File: src/rtl/op_dispatcher_if.sv
// Command/response channel between a host and the operator dispatcher.
// master drives commands and consumes responses; slave is the dispatcher.
interface op_dispatcher_if #(
  parameter int ADRBW = 20,
  parameter int VARBW = 16
);
  logic             i_cmd_valid;
  logic             o_cmd_ready;
  logic [1:0]       i_cmd_op;
  logic [ADRBW-1:0] i_x1addr;
  logic [ADRBW-1:0] i_x2addr;
  logic [ADRBW-1:0] i_x3addr;
  logic [VARBW-1:0] i_varsize_x1;
  logic [VARBW-1:0] i_varsize_x2;
  logic             o_rsp_valid;
  logic             i_rsp_ready;
  logic [1:0]       o_rsp_err;
  logic [VARBW-1:0] o_varsize_x3;

  modport master (
    output i_cmd_valid, i_cmd_op,
    output i_x1addr, i_x2addr, i_x3addr,
    output i_varsize_x1, i_varsize_x2,
    output i_rsp_ready,
    input  o_cmd_ready, o_rsp_valid,
    input  o_rsp_err, o_varsize_x3
  );

  modport slave (
    input  i_cmd_valid, i_cmd_op,
    input  i_x1addr, i_x2addr, i_x3addr,
    input  i_varsize_x1, i_varsize_x2,
    input  i_rsp_ready,
    output o_cmd_ready, o_rsp_valid,
    output o_rsp_err, o_varsize_x3
  );
endinterface

File: src/rtl/op_dispatcher.sv
// Dispatches add/mul commands to arithmetic units, arbitrates the shared
// SRAM write port and guards each operation with a watchdog.
module op_dispatcher #(
  parameter int ADRBW = 20,
  parameter int WRDBW = 16,
  parameter int VARBW = 16,
  parameter int TMOBW = 20
) (
  input  logic             i_clk,
  input  logic             i_rst,
  op_dispatcher_if.slave   bus,
  output logic [ADRBW-1:0] o_x1addr,
  output logic [ADRBW-1:0] o_x2addr,
  output logic [ADRBW-1:0] o_x3addr,
  output logic [VARBW-1:0] o_varsize_x1,
  output logic [VARBW-1:0] o_varsize_x2,
  output logic             o_add_valid,
  output logic             o_mul_valid,
  output logic             o_abort,
  input  logic             i_add_wen,
  input  logic [ADRBW-1:0] i_add_addr,
  input  logic [WRDBW-1:0] i_add_wdata,
  input  logic [VARBW-1:0] i_add_varsize_x3,
  input  logic             i_add_done,
  input  logic             i_mul_wen,
  input  logic [ADRBW-1:0] i_mul_addr,
  input  logic [WRDBW-1:0] i_mul_wdata,
  input  logic [VARBW-1:0] i_mul_varsize_x3,
  input  logic             i_mul_done,
  output logic             o_sram_wen,
  output logic [ADRBW-1:0] o_sram_addr,
  output logic [WRDBW-1:0] o_sram_wdata,
  input  logic [WRDBW-1:0] i_sram_rdata,
  output logic [WRDBW-1:0] o_unit_rdata
);

  typedef enum logic [1:0] {
    IDLE, ISSUE, BUSY, RESP
  } state_e;

  // Last BUSY cycle before the counter would hit 2^TMOBW-1.
  localparam logic [TMOBW-1:0] WD_LAST =
    {{(TMOBW-1){1'b1}}, 1'b0};
  localparam logic [TMOBW-1:0] WD_ONE =
    {{(TMOBW-1){1'b0}}, 1'b1};

  state_e           state_q;
  logic             mul_q;
  logic [TMOBW-1:0] wdog_q;
  logic [1:0]       err_q;
  logic [VARBW-1:0] vs3_q;
  logic             add_valid_q;
  logic             mul_valid_q;
  logic             sel_done;
  logic [VARBW-1:0] sel_vs;

  always_comb begin
    sel_done     = mul_q ? i_mul_done : i_add_done;
    sel_vs       = mul_q ? i_mul_varsize_x3
                         : i_add_varsize_x3;
    o_sram_wen   = 1'b0;
    o_sram_addr  = '0;
    o_sram_wdata = '0;
    if (state_q == BUSY) begin
      o_sram_wen   = mul_q ? i_mul_wen : i_add_wen;
      o_sram_addr  = mul_q ? i_mul_addr : i_add_addr;
      o_sram_wdata = mul_q ? i_mul_wdata
                           : i_add_wdata;
    end
  end

  always_ff @(posedge i_clk) begin
    if (i_rst) begin
      state_q      <= IDLE;
      mul_q        <= 1'b0;
      wdog_q       <= '0;
      err_q        <= '0;
      vs3_q        <= '0;
      add_valid_q  <= 1'b0;
      mul_valid_q  <= 1'b0;
      o_x1addr     <= '0;
      o_x2addr     <= '0;
      o_x3addr     <= '0;
      o_varsize_x1 <= '0;
      o_varsize_x2 <= '0;
    end else begin
      add_valid_q <= 1'b0;
      mul_valid_q <= 1'b0;
      unique case (state_q)
        IDLE: begin
          if (bus.i_cmd_valid) begin
            mul_q        <= bus.i_cmd_op[0];
            o_x1addr     <= bus.i_x1addr;
            o_x2addr     <= bus.i_x2addr;
            o_x3addr     <= bus.i_x3addr;
            o_varsize_x1 <= bus.i_varsize_x1;
            o_varsize_x2 <= bus.i_varsize_x2;
            if (bus.i_cmd_op[1]) begin
              err_q   <= 2'b01;
              vs3_q   <= '0;
              state_q <= RESP;
            end else if (bus.i_varsize_x1 == '0 ||
                         bus.i_varsize_x2 == '0) begin
              err_q   <= 2'b10;
              vs3_q   <= '0;
              state_q <= RESP;
            end else begin
              add_valid_q <= ~bus.i_cmd_op[0];
              mul_valid_q <= bus.i_cmd_op[0];
              state_q     <= ISSUE;
            end
          end
        end
        ISSUE: begin
          wdog_q  <= '0;
          state_q <= BUSY;
        end
        BUSY: begin
          wdog_q <= wdog_q + WD_ONE;
          if (sel_done) begin
            err_q   <= 2'b00;
            vs3_q   <= sel_vs;
            state_q <= RESP;
          end else if (wdog_q == WD_LAST) begin
            err_q   <= 2'b11;
            vs3_q   <= '0;
            state_q <= RESP;
          end
        end
        RESP: begin
          if (bus.i_rsp_ready) state_q <= IDLE;
        end
        default: state_q <= IDLE;
      endcase
    end
  end

  assign o_abort = (state_q == BUSY) && !sel_done &&
                   (wdog_q == WD_LAST);

  assign o_add_valid      = add_valid_q;
  assign o_mul_valid      = mul_valid_q;
  assign o_unit_rdata     = i_sram_rdata;
  assign bus.o_cmd_ready  = (state_q == IDLE);
  assign bus.o_rsp_valid  = (state_q == RESP);
  assign bus.o_rsp_err    = err_q;
  assign bus.o_varsize_x3 = vs3_q;

endmodule
File: src/flat_wrapper.sv
// flat-port wrapper written by rule: the top's interface ports become plain ports
module op_dispatcher_flat 
#(
  parameter int ADRBW = 20,
  parameter int WRDBW = 16,
  parameter int VARBW = 16,
  parameter int TMOBW = 20
)
  (i_clk, i_rst, o_x1addr, o_x2addr, o_x3addr, o_varsize_x1, o_varsize_x2, o_add_valid, o_mul_valid, o_abort, i_add_wen, i_add_addr, i_add_wdata, i_add_varsize_x3, i_add_done, i_mul_wen, i_mul_addr, i_mul_wdata, i_mul_varsize_x3, i_mul_done, o_sram_wen, o_sram_addr, o_sram_wdata, i_sram_rdata, o_unit_rdata, bus_i_cmd_valid, bus_i_cmd_op, bus_i_x1addr, bus_i_x2addr, bus_i_x3addr, bus_i_varsize_x1, bus_i_varsize_x2, bus_i_rsp_ready, bus_o_cmd_ready, bus_o_rsp_valid, bus_o_rsp_err, bus_o_varsize_x3);
  op_dispatcher_if #(.ADRBW(ADRBW), .VARBW(VARBW)) bus_i ();
  input  logic i_clk;
  input  logic i_rst;
  output logic [ADRBW-1:0] o_x1addr;
  output logic [ADRBW-1:0] o_x2addr;
  output logic [ADRBW-1:0] o_x3addr;
  output logic [VARBW-1:0] o_varsize_x1;
  output logic [VARBW-1:0] o_varsize_x2;
  output logic o_add_valid;
  output logic o_mul_valid;
  output logic o_abort;
  input  logic i_add_wen;
  input  logic [ADRBW-1:0] i_add_addr;
  input  logic [WRDBW-1:0] i_add_wdata;
  input  logic [VARBW-1:0] i_add_varsize_x3;
  input  logic i_add_done;
  input  logic i_mul_wen;
  input  logic [ADRBW-1:0] i_mul_addr;
  input  logic [WRDBW-1:0] i_mul_wdata;
  input  logic [VARBW-1:0] i_mul_varsize_x3;
  input  logic i_mul_done;
  output logic o_sram_wen;
  output logic [ADRBW-1:0] o_sram_addr;
  output logic [WRDBW-1:0] o_sram_wdata;
  input  logic [WRDBW-1:0] i_sram_rdata;
  output logic [WRDBW-1:0] o_unit_rdata;
  input wire logic [$bits(bus_i.i_cmd_valid)-1:0] bus_i_cmd_valid;
  input wire logic [$bits(bus_i.i_cmd_op)-1:0] bus_i_cmd_op;
  input wire logic [$bits(bus_i.i_x1addr)-1:0] bus_i_x1addr;
  input wire logic [$bits(bus_i.i_x2addr)-1:0] bus_i_x2addr;
  input wire logic [$bits(bus_i.i_x3addr)-1:0] bus_i_x3addr;
  input wire logic [$bits(bus_i.i_varsize_x1)-1:0] bus_i_varsize_x1;
  input wire logic [$bits(bus_i.i_varsize_x2)-1:0] bus_i_varsize_x2;
  input wire logic [$bits(bus_i.i_rsp_ready)-1:0] bus_i_rsp_ready;
  output wire logic [$bits(bus_i.o_cmd_ready)-1:0] bus_o_cmd_ready;
  output wire logic [$bits(bus_i.o_rsp_valid)-1:0] bus_o_rsp_valid;
  output wire logic [$bits(bus_i.o_rsp_err)-1:0] bus_o_rsp_err;
  output wire logic [$bits(bus_i.o_varsize_x3)-1:0] bus_o_varsize_x3;
  assign bus_i.i_cmd_valid = bus_i_cmd_valid;
  assign bus_i.i_cmd_op = bus_i_cmd_op;
  assign bus_i.i_x1addr = bus_i_x1addr;
  assign bus_i.i_x2addr = bus_i_x2addr;
  assign bus_i.i_x3addr = bus_i_x3addr;
  assign bus_i.i_varsize_x1 = bus_i_varsize_x1;
  assign bus_i.i_varsize_x2 = bus_i_varsize_x2;
  assign bus_i.i_rsp_ready = bus_i_rsp_ready;
  assign bus_o_cmd_ready = bus_i.o_cmd_ready;
  assign bus_o_rsp_valid = bus_i.o_rsp_valid;
  assign bus_o_rsp_err = bus_i.o_rsp_err;
  assign bus_o_varsize_x3 = bus_i.o_varsize_x3;
  op_dispatcher #(.ADRBW(ADRBW), .WRDBW(WRDBW), .VARBW(VARBW), .TMOBW(TMOBW)) u_core (.i_clk(i_clk), .i_rst(i_rst), .bus(bus_i), .o_x1addr(o_x1addr), .o_x2addr(o_x2addr), .o_x3addr(o_x3addr), .o_varsize_x1(o_varsize_x1), .o_varsize_x2(o_varsize_x2), .o_add_valid(o_add_valid), .o_mul_valid(o_mul_valid), .o_abort(o_abort), .i_add_wen(i_add_wen), .i_add_addr(i_add_addr), .i_add_wdata(i_add_wdata), .i_add_varsize_x3(i_add_varsize_x3), .i_add_done(i_add_done), .i_mul_wen(i_mul_wen), .i_mul_addr(i_mul_addr), .i_mul_wdata(i_mul_wdata), .i_mul_varsize_x3(i_mul_varsize_x3), .i_mul_done(i_mul_done), .o_sram_wen(o_sram_wen), .o_sram_addr(o_sram_addr), .o_sram_wdata(o_sram_wdata), .i_sram_rdata(i_sram_rdata), .o_unit_rdata(o_unit_rdata));
endmodule
File: config.mk
export PLATFORM = sky130hd
export DESIGN_NAME = op_dispatcher_flat
export DESIGN_NICKNAME = d
export VERILOG_FILES = /design/src/rtl/op_dispatcher_if.sv /design/src/rtl/op_dispatcher.sv /design/src/flat_wrapper.sv
export SDC_FILE = /design/constraint.sdc
export NUM_CORES = 1
export LEC_CHECK = 0
export CORE_UTILIZATION = 25
export CTS_CLUSTER_SIZE = 8
export DETAILED_ROUTE_END_ITERATION = 8
export PLACE_DENSITY = 0.56
export SYNTH_ARGS = -nofsm -noshare
export SYNTH_HDL_FRONTEND = slang
export SYNTH_SLANG_ARGS = --single-unit
File: constraint.sdc
create_clock -name i_clk -period 3.7 [get_ports i_clk]
set_input_delay 0.555 -clock i_clk [delete_from_list [all_inputs] [get_ports i_clk]]
set_output_delay 0.555 -clock i_clk [all_outputs]
set_load 0.02 [all_outputs]
==> results by stage <==
Synth:
- The synthesized design contains 0 enable-type register cells.
- Synthesis produced a netlist with a net count of 959.
- After synthesis, the share of flip-flops with an asynchronous set or reset is 0%.
- The cell area after synthesis is 0.00598 mm2.
- The average cell area after synthesis is 8.17 um2.
- The register bit count reported by yosys is 135.
- The number of distinct library cell variants in the gate-level netlist after synthesis is 42.
- After technology mapping, the gate count stands at 732.
- For this run, the number of Yosys warnings is 0.
- Sequential elements use 45.2% of the synthesized area.
- For this run, the leading register cell type out of synthesis is sky130_fd_sc_hd__dfxtp_1.

Power and ir drop:
- The internal power of the cells is 3790 uW.
- Of the total power, registers draw 31.3%.
- The share of total power in the clock network is 30.7%.
- The switching component of the power is 2080 uW.
- The leakage power figure is 0.00363 uW.
- The share of total power in combinational logic is 38.1%.
- For this design the ratio of total power to cell area is 569 mW/mm2.
- VDD sags by at most 0.000313 V.
- The overall power is 5870 uW.
- The switching fraction of total power is 35.4%.

Worst setup path:
- For the worst setup path, the data required time is 3.14 ns.
- On the critical path, the stage with the largest delay is an instance of sky130_fd_sc_hd__dfxtp_4.
- The gate family responsible for the most delay along the worst path is buffers and inverters.
- Together, buffers and inverters on the worst path number 2.
- Along the worst path, the maximum fanout reaches 26.
- The worst path arrival time is 2.50 ns.
- The endpoint identified for the worst register-to-register timing path is u_core.wdog_q[11]$_SDFFE_PP0P_.
- The critical path is of the flip-flop to primary output type.
- The largest stage delay on the critical path is 0.64 ns.
- Walking the worst path, the cells encountered are buf_4 > mux2i_1 > nor2_1 > clkdlybuf4s50_1.
- The worst setup path is launched from a flip-flop.
- The number of cells on the critical path is 4.
- For the worst flop-to-flop path, the logic depth is 7.
- The startpoint identified for the worst register-to-register timing path is u_core.state_q[1]$_SDFFE_PP0P_.
- Setup slack on the worst reg-to-reg path comes out at 1.25 ns.
- The worst setup path is captured at a primary output.

CTS:
- The number of clock sinks is 135.
- For this design, the CTS-stage hold fixing added 0 buffers.
- The CTS tree is done.
- The maximum root-to-sink buffer count is 2.
- The number of buffers inserted during clock tree synthesis is 17.
- The clock latency on the worst-skew pair is 0.42 ns.
- The H-tree depth is 4.
- The tree is rooted in a sky130_fd_sc_hd__clkbuf_16.
- The number of post-CTS setup repair buffers is 0.
- After clock tree synthesis, the clock-pin slew on the worst setup and hold paths is 0.07 ns.
- The quantity of gates resized following cts is 0.

Layout:
- The library cells used most frequently in the layout, excluding fill and tap cells, are 356 x sky130_fd_sc_hd__clkdlybuf4s50_1, 197 x sky130_fd_sc_hd__nand2_1, 134 x sky130_fd_sc_hd__dfxtp_1.
- From synthesis to final layout, the design area changed by 72.6%.
- The fraction of final layout cells sized beyond drive strength 1 is 5.84%.
- The count of non-filler cells in the finished layout is 1382.
- Leaving out fill and tap cells, the most frequent cell in the layout is sky130_fd_sc_hd__clkdlybuf4s50_1.
- The final net count is 1276.
- The final design instance area without fill is 0.0103 mm2.

Timing:
- The number of failing hold endpoints at the final stage is 0.
- The worst path meets setup with 0.642 ns of slack.
- The top achievable clock speed is 0.327 GHz.
- The clock skew is 0.0199 ns.
- The max-slew violation count is 0.
- The smallest clock period supported by the final layout is computed as 3.06 ns.
- The slew at the pin closest to its max-slew limit is 0.865 ns.
- For the final routed database, the setup TNS stands at 0 ns.
- The final critical path takes up 82.6% of the cycle.
- The final number of setup-violating endpoints is 0.
- The normalized max-slew margin is 42.4%.
- Setup repair after global routing left no endpoint under its margin.

Route:
- After detailed routing, the number of remaining DRC violations is 0.
- The via-per-instance ratio is 4.44.
- The aggregate routed wire length is 22800 um.
- The number of search-and-repair iterations in the first detailed-routing pass is 4.
- Summing over every cut layer, the via total after detailed routing is 6142.
- The first routing iteration left 279 violations.
- The detail route stage leaves a number of antenna-violating nets equal to 0.
- Dividing the detail-routed wire length by the instance count gives 16.5 um.

Floorplan:
- Measured along the x axis, the die boundary spans 157 um.
- The floorplan has 56 rows.
- After floorplanning, the core was sized to cover 0.0235 mm2.
- The total I/O pin count is 390.
- The initial utilization of the core area, before any placement, comes to 25.5%.
- The die is 157 um tall.
- The full die area is 0.0245 mm2.

Run status:
- The flow ran to the end, and the final reports show no timing, DRC or antenna violations.

Worst hold path:
- The worst min-delay path startpoint is u_core.o_x1addr[6]$_SDFFE_PP0P_.
- The number of cells on the worst hold path is 2.
- The min-delay analysis places its worst path in the category flip-flop to flip-flop.
- The hold-critical path endpoint is u_core.o_x1addr[6]$_SDFFE_PP0P_.

Placement:
- The area after detailed placement is 0.00970 mm2.
- Once detailed placement completed, the half-perimeter wirelength came to 17000 um.
- The number of placed instances with taps included is 1349.
- The number of port buffers is 357.
- The setup slack after placement is 0.809 ns.
- The congestion estimate from routability-driven global placement came to 0.765.

Global routing:
- The final global-route overflow total is 0.
- The initial antenna violation count is 0.
- The via count of the first global-routing pass is 5787.
- Entering global routing, the biggest net connects 75 pins.
- The first global-routing pass estimated 33000 um of wire.
- The total routing usage reported by global routing is 17.8%.

Job:
- The count of maximum capacitance violations is 0.
==> power groups by stage <==
| stage | clock, uW | sequential (uW) | combinational [uW] |
|---|---|---|---|
| 2_1_floorplan | 0 | 2100 | 978 |
| 3_3_place_gp | 0 | 1860 | 2270 |
| 3_5_place_dp | 0 | 1870 | 2260 |
| 4_1_cts | 1860 | 1840 | 2270 |
| 5_1_grt | 1930 | 1870 | 2400 |
| 6_report | 1800 | 1830 | 2240 |
==> worst register-to-register path, stage by stage, from the launching register on <==
cell                      delay, ns
sky130_fd_sc_hd__dfxtp_1       0.37
sky130_fd_sc_hd__inv_1         0.06
sky130_fd_sc_hd__ha_1          0.44
sky130_fd_sc_hd__nand4_1       0.28
sky130_fd_sc_hd__nor3_1        0.71
sky130_fd_sc_hd__nand3_1       0.21
sky130_fd_sc_hd__xor2_1        0.18
sky130_fd_sc_hd__nor2_1        0.05
==> cell type report <==
cell class,count,area [um2]
fillers,2342,13100
repair buffers,364,3640
multi-input cells,508,2870
flip-flops and latches,135,2710
clock buffers,18,439
well taps,319,399
clock inverters,14,186
inverters,23,86.3
diodes,1,2.50
==> stage by stage <==
stage	util [%]	hold WS, ns
2_1_floorplan	-	0.471
3_3_place_gp	41.3	0.441
3_5_place_dp	41.3	0.446
4_1_cts	44.0	0.455
5_1_grt	44.0	0.469
6_report	44.0	0.453
==> state kept, by name (all words and copies together) (netlist names) <==
name / flops
u_core.bus.o_rsp_err: 2
u_core.bus.o_varsize_x3: 16
u_core.mul_q: 1
u_core.o_add_valid: 1
u_core.o_mul_valid: 1
u_core.o_varsize_x1: 16
u_core.o_varsize_x2: 16
u_core.o_x1addr: 20
u_core.o_x2addr: 20
u_core.o_x3addr: 20
u_core.state_q: 2
u_core.wdog_q: 20
==> synthesized netlist by cell type (2+ instances only) <==
| library cell | instances | share of area (%) |
|---|---|---|
| sky130_fd_sc_hd__nand2_1 | 198 | 12 |
| sky130_fd_sc_hd__dfxtp_1 | 135 | 45 |
| sky130_fd_sc_hd__a21oi_1 | 102 | 8.5 |
| sky130_fd_sc_hd__nor2_1 | 58 | 3.6 |
| sky130_fd_sc_hd__mux2i_1 | 53 | 8.9 |
| sky130_fd_sc_hd__clkbuf_1 | 38 | 2.4 |
| sky130_fd_sc_hd__inv_1 | 23 | 1.4 |
| sky130_fd_sc_hd__buf_4 | 16 | 2.0 |
| sky130_fd_sc_hd__xor2_1 | 14 | 2.1 |
| sky130_fd_sc_hd__nand4_1 | 10 | 1.0 |
| sky130_fd_sc_hd__o32ai_2 | 10 | 2.7 |
| sky130_fd_sc_hd__nor4_1 | 9 | 0.94 |
| sky130_fd_sc_hd__nand3_1 | 7 | 0.59 |
| sky130_fd_sc_hd__buf_1 | 6 | 0.38 |
| sky130_fd_sc_hd__o32ai_1 | 6 | 0.88 |
| sky130_fd_sc_hd__ha_1 | 5 | 1.0 |
| sky130_fd_sc_hd__a2111oi_0 | 3 | 0.44 |
| sky130_fd_sc_hd__buf_2 | 3 | 0.25 |
| sky130_fd_sc_hd__buf_6 | 3 | 0.56 |
| sky130_fd_sc_hd__o21ai_0 | 3 | 0.25 |
| sky130_fd_sc_hd__xnor2_1 | 3 | 0.44 |
| sky130_fd_sc_hd__and3_1 | 2 | 0.21 |
| sky130_fd_sc_hd__nand2b_1 | 2 | 0.21 |
| sky130_fd_sc_hd__nor3_1 | 2 | 0.17 |
| sky130_fd_sc_hd__nor3_2 | 2 | 0.33 |
| sky130_fd_sc_hd__or2_2 | 2 | 0.21 |
| sky130_fd_sc_hd__or3_1 | 2 | 0.21 |
==> cells by family after synthesis <==
| group | after synthesis | synth area share [%] |
|---|---|---|
| adder cells (fa/ha/maj) | 5 | 1.05 |
| flip-flops | 135 | 45.2 |
| AND/OR/NAND/NOR | 302 | 21.2 |
| XOR/XNOR | 17 | 2.49 |
| buffers and inverters | 89 | 7.03 |
| AO/OA/AOI/OAI | 130 | 13.8 |
| multiplexers | 54 | 9.25 |
==> worst max path at each step <==
stage,endpoint,startpoint
after detailed placement,u_core.bus.o_varsize_x3[4]$_SDFFE_PP0P_,bus_i_varsize_x1[7]
after floorplan,o_sram_addr[10],u_core.state_q[0]$_SDFFE_PP0P_
after global routing,o_sram_addr[6],u_core.mul_q$_SDFFE_PP0P_
after global placement,u_core.bus.o_varsize_x3[15]$_SDFFE_PP0P_,bus_i_varsize_x1[2]
final,o_sram_addr[6],u_core.mul_q$_SDFFE_PP0P_
after CTS,o_sram_addr[6],u_core.mul_q$_SDFFE_PP0P_
==> layer usage <==
| layer | vias to the layer above | GRT usage [%] | wire length, um |
|---|---|---|---|
| met3 | 20 | 6.48 | 1980 |
| met5 | - | 0 | 0 |
| met1 | 2842 | 20.2 | 9290 |
| met4 | 0 | 5.60 | 415 |
| met2 | 220 | 30.8 | 11100 |
| li1 | 3060 | - | - |
Note: power is estimated with default switching activity, not from simulation.
